File: src/rtl/tsc_pkg.sv
// Shared types and constants for the trigger-surround capture cache.
// Latency: n/a (declarations only).
// Backpressure: n/a.
package tsc_pkg;

  typedef enum logic [2:0] {
    ST_IDLE      = 3'd0,
    ST_FILL      = 3'd1,
    ST_WAIT_TRIG = 3'd2,
    ST_POST      = 3'd3,
    ST_DONE      = 3'd4,
    ST_SEND      = 3'd5
  } state_t;

  localparam int MODE_RISE   = 0;
  localparam int MODE_FALL   = 1;
  localparam int MODE_EITHER = 2;

  localparam int TS_W = 32;

  // Select which threshold crossing counts as a trigger for a given edge mode.
  function automatic logic edge_hit(input int mode, input logic rise, input logic fall);
    case (mode)
      MODE_RISE: return rise;
      MODE_FALL: return fall;
      default:   return rise | fall;
    endcase
  endfunction

endpackage

File: src/rtl/tsc_ring_buf.sv
// Sample ring storage: DW x DEPTH, one synchronous write port, one async read port.
// Latency: write visible the cycle after i_we; read is combinational.
// Backpressure: none; caller owns pointer wrap and write gating.
module tsc_ring_buf #(
  parameter int DW    = 8,
  parameter int DEPTH = 8,
  localparam int AW   = (DEPTH > 1) ? $clog2(DEPTH) : 1
) (
  input  logic          clk,
  input  logic          i_we,
  input  logic [AW-1:0] i_waddr,
  input  logic [DW-1:0] i_wdata,
  input  logic [AW-1:0] i_raddr,
  output logic [DW-1:0] o_rdata
);

  logic [DW-1:0] r_mem [DEPTH];

  // Store one sample per enabled cycle; contents survive reset on purpose.
  always_ff @(posedge clk) begin
    if (i_we) r_mem[i_waddr] <= i_wdata;
  end

  assign o_rdata = r_mem[i_raddr];

endmodule

File: src/rtl/trig_surround_cache_p.sv
// Captures PRE samples before and POST after a threshold crossing, then streams them oldest first.
// Latency: trigger flags one cycle after the trigger sample; dat valid in the same cycle as rdy.
// Backpressure: host req gates each word; the ring is frozen from capture done until send done.
module trig_surround_cache_p
  import tsc_pkg::*;
#(
  parameter int DW   = 8,
  parameter int PRE  = 4,
  parameter int POST = 3,
  parameter int MODE = 0
) (
  input  logic            clk,
  input  logic            reset,
  input  logic            start,
  input  logic [DW-1:0]   adc_data,
  input  logic            adc_valid,
  input  logic [DW-1:0]   thr,
  input  logic            sbf,
  input  logic            req,
  output logic            trd,
  output logic            cd,
  output logic [TS_W-1:0] trigtm,
  output logic            rdy,
  output logic [DW-1:0]   dat,
  output logic            sd
);

  localparam int DEPTH = PRE + POST + 1;
  localparam int AW    = (DEPTH > 1) ? $clog2(DEPTH) : 1;
  localparam int CW    = $clog2(DEPTH + 1);

  localparam logic [AW-1:0] LAST_IDX  = AW'(DEPTH - 1);
  localparam logic [CW-1:0] PRE_M1    = CW'((PRE > 0) ? PRE - 1 : 0);
  localparam logic [CW-1:0] POST_M1   = CW'((POST > 0) ? POST - 1 : 0);
  localparam logic [CW-1:0] LAST_WORD = CW'(DEPTH - 1);

  state_t          r_state;
  logic [DW-1:0]   r_thr;
  logic [DW-1:0]   r_prev;
  logic            r_prev_vld;
  logic [TS_W-1:0] r_ts;
  logic [TS_W-1:0] r_trigtm;
  logic [AW-1:0]   r_wptr;
  logic [AW-1:0]   r_rptr;
  logic [AW-1:0]   r_trig_idx;
  logic [CW-1:0]   r_cnt;
  logic            r_trd;
  logic            r_cd;
  logic            r_rdy;
  logic            r_sd;

  logic            w_wr;
  logic            w_rise;
  logic            w_fall;
  logic            w_hit;
  logic [AW-1:0]   w_wptr_nxt;
  logic [AW-1:0]   w_rptr_nxt;
  logic [AW-1:0]   w_rd_start;
  logic [DW-1:0]   w_rdata;

  // Samples are only stored while capturing; DONE/SEND keep the ring frozen.
  assign w_wr = adc_valid &&
                ((r_state == ST_FILL) || (r_state == ST_WAIT_TRIG) || (r_state == ST_POST));

  assign w_rise = (r_prev < r_thr) && (adc_data >= r_thr);
  assign w_fall = (r_prev > r_thr) && (adc_data <= r_thr);
  assign w_hit  = r_prev_vld && edge_hit(MODE, w_rise, w_fall);

  assign w_wptr_nxt = (r_wptr == LAST_IDX) ? '0 : r_wptr + 1'b1;
  assign w_rptr_nxt = (r_rptr == LAST_IDX) ? '0 : r_rptr + 1'b1;

  // Oldest kept sample sits PRE slots behind the trigger slot, modulo ring depth.
  always_comb begin
    w_rd_start = r_trig_idx;
    if (int'(r_trig_idx) >= PRE) w_rd_start = AW'(int'(r_trig_idx) - PRE);
    else                         w_rd_start = AW'(int'(r_trig_idx) + DEPTH - PRE);
  end

  tsc_ring_buf #(
    .DW    (DW),
    .DEPTH (DEPTH)
  ) u_ring (
    .clk     (clk),
    .i_we    (w_wr),
    .i_waddr (r_wptr),
    .i_wdata (adc_data),
    .i_raddr (r_rptr),
    .o_rdata (w_rdata)
  );

  // Capture/send sequencer with registered status outputs.
  always_ff @(posedge clk or posedge reset) begin
    if (reset) begin
      r_state    <= ST_IDLE;
      r_thr      <= '0;
      r_prev     <= '0;
      r_prev_vld <= 1'b0;
      r_ts       <= '0;
      r_trigtm   <= '0;
      r_wptr     <= '0;
      r_rptr     <= '0;
      r_trig_idx <= '0;
      r_cnt      <= '0;
      r_trd      <= 1'b0;
      r_cd       <= 1'b0;
      r_rdy      <= 1'b0;
      r_sd       <= 1'b0;
    end else begin
      r_sd <= 1'b0;
      if (r_state != ST_IDLE) r_ts <= r_ts + 1'b1;
      if (w_wr) begin
        r_wptr     <= w_wptr_nxt;
        r_prev     <= adc_data;
        r_prev_vld <= 1'b1;
      end
      case (r_state)
        ST_IDLE: begin
          if (start) begin
            r_thr      <= thr;
            r_ts       <= '0;
            r_cnt      <= '0;
            r_wptr     <= '0;
            r_prev_vld <= 1'b0;
            r_state    <= ST_FILL;
          end
        end
        ST_FILL: begin
          if (PRE == 0) begin
            r_state <= ST_WAIT_TRIG;
          end else if (w_wr) begin
            r_cnt <= r_cnt + 1'b1;
            if (r_cnt == PRE_M1) r_state <= ST_WAIT_TRIG;
          end
        end
        ST_WAIT_TRIG: begin
          if (w_wr && w_hit) begin
            r_trigtm   <= r_ts;
            r_trd      <= 1'b1;
            r_trig_idx <= r_wptr;
            r_cnt      <= '0;
            if (POST == 0) begin
              r_cd    <= 1'b1;
              r_state <= ST_DONE;
            end else begin
              r_state <= ST_POST;
            end
          end
        end
        ST_POST: begin
          if (w_wr) begin
            r_cnt <= r_cnt + 1'b1;
            if (r_cnt == POST_M1) begin
              r_cd    <= 1'b1;
              r_state <= ST_DONE;
            end
          end
        end
        ST_DONE: begin
          if (sbf) begin
            r_cd    <= 1'b0;
            r_rptr  <= w_rd_start;
            r_cnt   <= '0;
            r_rdy   <= 1'b1;
            r_state <= ST_SEND;
          end
        end
        ST_SEND: begin
          if (req) begin
            r_rptr <= w_rptr_nxt;
            r_cnt  <= r_cnt + 1'b1;
            if (r_cnt == LAST_WORD) begin
              r_rdy   <= 1'b0;
              r_sd    <= 1'b1;
              r_trd   <= 1'b0;
              r_state <= ST_IDLE;
            end
          end
        end
        default: r_state <= ST_IDLE;
      endcase
    end
  end

  assign trd    = r_trd;
  assign cd     = r_cd;
  assign trigtm = r_trigtm;
  assign rdy    = r_rdy;
  assign sd     = r_sd;
  // Word is driven only while offered, so the bus idles at zero.
  assign dat    = r_rdy ? w_rdata : '0;

endmodule

File: config.mk
export PLATFORM = sky130hd
export DESIGN_NAME = trig_surround_cache_p
export DESIGN_NICKNAME = d
export VERILOG_FILES = /design/src/rtl/tsc_pkg.sv /design/src/rtl/tsc_ring_buf.sv /design/src/rtl/trig_surround_cache_p.sv
export SDC_FILE = /design/constraint.sdc
export NUM_CORES = 1
export LEC_CHECK = 0
export BUFFER_PORTS_ARGS = -buffer_cell sky130_fd_sc_hd__buf_4
export CAP_MARGIN = 20
export CORE_ASPECT_RATIO = 0.5
export CORE_UTILIZATION = 30
export CTS_BUF_LIST = sky130_fd_sc_hd__clkbuf_4
export DETAILED_ROUTE_END_ITERATION = 7
export GPL_ROUTABILITY_DRIVEN = 0
export PLACE_DENSITY = 0.45
export SYNTH_ARGS = -nofsm -noshare
export SYNTH_HDL_FRONTEND = slang
export SYNTH_HIERARCHICAL = 1
export SYNTH_SLANG_ARGS = --single-unit
File: constraint.sdc
create_clock -name clk -period 3.8 [get_ports clk]
set_input_delay 1.14 -clock clk [delete_from_list [all_inputs] [get_ports clk]]
set_output_delay 1.14 -clock clk [all_outputs]
set_load 0.05 [all_outputs]
==> metrics.txt <==
post-synthesis instance area about 0.0076 mm²; Seq/Total Area, Yosys between 50% and 60%; yosys warns 6; period utilisation layout 95.54%; Crit Path Category flip-flop to output port; Worst-Margin Slew around 0.9 ns; CTS resizes 0; LEAKAGE 3.698 nW; Post-CTS Setup Bufs 0; detailed placer's ending HPWL 10.77 mm; Starting Density between 30% and 40%; pin count of the biggest net entering global routing 67; Port Buffer Count 65; Post-Syn Nets 600; H-tree depth 4; Core Rows 40; ant diodes 0; Post-CTS Hold Fix Bufs 0; Worst IR Drop VDD 170.3 µV; die height 114.3 µm; sequential standard cell area 0.004449 mm²; share of cells above drive strength 1 26.08%; flops & latches, synth 165; Clk pin slew, worst setup/hold paths ~0.13 ns; Top Ports 66; Clk Latency, worst-skew pair 0.57 ns; overall power 5.254 mW; minimum clock period roughly 3.6 ns; final std cells w/o fill 984; unrepaired setup endpoints after global routing false; Max Cap Viol 0; setup TNS 0 ns; grt total ovfl 0; Fillers 2413; Antenna Nets Post-Route 0; vias in the first global route roughly 4600; setup skew after layout 0.02078 ns; slew margin rel. 39.09%; Die Width 226.6 µm; Core Util, Final 35.84%; pwr dens 601.4 mW/mm²; Post-synth EDFFs 64; multi-input logic area 0.002898 mm²; TritonRoute pass-1 iters 4; Setup-failing EPs final 0; Final Max Slew Viols 0; initial antenna violation count 1; Placed Cells incl. Taps 952; clk buf depth 2; CTS buffer count 17; first-pass GRT wire length 25.79 mm; final wirelength around 16 mm; Fmax approximately 280 MHz; ys async rst share 61.21%; final count of hold timing violations 0; WP data required about 2.7 ns; Die ar. between 0.02 and 0.03 mm²; core area 0.02437 mm²; Num Clock Sinks 165; area grow syn2layout 15.46%; post-synthesis instance total about 560; Crit Path Max Fanout 19; TritonCTS clock tree built; Total Routing Usage GR 13.26%; clk root buf clkbuf_4; outcome completed; routed vias/inst roughly 4.6; type of origin of the critical path flip-flop; wire length per cell between 15 and 20 µm; crit path capture type output port; Primary FF master, synth dfrtp_1; post-synth cell types 61; layout net count 679; Syn Area/Cell 13.61 µm²; Starting DRT DRC Count 184; routed via count 4553; CP Data Arrival Time approximately 2.5 ns; Hold Crit Class flip-flop to flip-flop; DRC violations left 0; Hold Worst Slack 0.4949 ns
where the power goes:
part	leakage [nW]	total [mW]	switching (mW)	internal [mW]
clock	0.136	1.02	0.633	0.390
sequential	1.94	2.36	0.240	2.12
combinational	1.62	1.87	1.11	0.758
total	3.70	5.25	1.98	3.27
sequential cells by signal, indices dropped and copies added (netlist names), 3 cells and up:
name and count:
r_prev 8, r_state 3, r_thr 8, u_ring/r_mem 64, r_trig_idx 3, r_cnt 4, trigtm 32, r_wptr 3
r_ts 32, r_rptr 3
routing by layer:
| metal | vias up | GRT usage [%] | wire (µm) |
|---|---|---|---|
| met5 | - | 0 | 0 |
| met1 | 2261 | 17.73 | 7952 |
| met4 | 0 | 4.459 | 196 |
| li1 | 2225 | - | - |
| met3 | 17 | 2.900 | 395 |
| met2 | 50 | 21.39 | 7491 |
synth_stat cells (2+ instances only):
master,number,share of area (%)
dfrtp_1,101,33
nand2_1,76,3.8
edfxtp_1,64,25
mux2_4,29,5.8
o21ai_0,27,1.8
nor2_1,25,1.2
ha_1,22,3.6
inv_1,16,0.79
mux2_2,16,2.4
nand3_1,16,1.1
mux4_1,15,5.2
a21oi_1,12,0.79
and2_1,11,0.91
mux2i_1,11,1.5
o31ai_1,10,0.99
and4_1,9,1.0
o211ai_1,9,0.89
clkbuf_1,8,0.40
nor3_1,7,0.46
o311ai_0,6,0.69
buf_6,5,0.74
nand2b_1,5,0.41
nand4_1,5,0.41
buf_2,4,0.26
nor2b_1,4,0.33
xor2_1,4,0.46
a21o_1,2,0.20
buf_4,2,0.20
nor3b_1,2,0.20
xnor2_1,2,0.23
final cells by class:
class	count	share of cell area [%]
Tap cell	336	4.812
Clock inverter	14	1.561
Multi-Input combinational cell	352	33.17
Inverter	18	0.8737
Sequential cell	165	50.93
Clock buffer	18	1.547
Timing Repair Buffer	81	7.104
path summary, 6_finish.rpt:
check	from	to	slack, ns	depth (start not counted)
worst max-delay path	r_rptr[0]	dat[7]	0.17	5
worst min-delay path	r_prev[7]	r_prev[7]	0.49	2
worst max register to register	r_state[0]	trigtm[11]	1.14	6
worst min register to register	r_prev[7]	r_prev[7]	0.49	2
max in group asynchronous	reset	r_ts[11]	2.34	3
min in group asynchronous	reset	r_thr[6]	0.72	2
cell families (layout without fill, tap and decap cells):
family / count (synthesis) / count (layout) / share of synthesized area, %
flip-flops: 165 / 165 / 58.81
buffers and inverters: 39 / 131 / 2.894
multiplexers: 72 / 72 / 15.10
XOR/XNOR: 6 / 6 / 0.6946
AND/OR/NAND/NOR: 175 / 175 / 12.07
AO/OA/AOI/OAI: 77 / 77 / 6.797
adder cells (fa/ha/maj): 22 / 22 / 3.638
cells in the final DEF (no fill, tap or decap), types with 2 or more instances in the layout:
master and count:
nor3_1 7, nand4_1 5, buf_4 80, clkbuf_4 18
nand2_1 76, mux2i_1 11, clkinvlp_4 3, bufinv_16 2
o31ai_1 10, clkinv_4 4, nor2_1 25, o21ai_0 27
o311ai_0 6, nand2b_1 5, nor2b_1 4, xnor2_1 2
nor3b_1 2, ha_1 22, xor2_1 4, clkinv_1 5
mux4_1 15, inv_1 15, edfxtp_1 64, o211ai_1 9
dfrtp_1 101, and2_1 11, mux2_2 16, and4_1 9
mux2_4 29, nand3_1 16, a21o_1 2, a21oi_1 12
stage by stage:
stage	setup slack, ns	area, µm²
finish	0.1694	8736
global route	0.04941	8736
CTS	0.1035	8736
detailed placement	0.2789	8464
global placement	0.3287	8464
floorplan	0.01287	7566
worst max-delay path, stage by stage, from the launching register on:
cell and delay, ns:
dfrtp_1 0.35, buf_4 0.31, mux4_1 0.60, mux2_2 0.31, and2_1 0.16, buf_4 0.18
No activity file was read; power rests on OpenSTA's default activity.
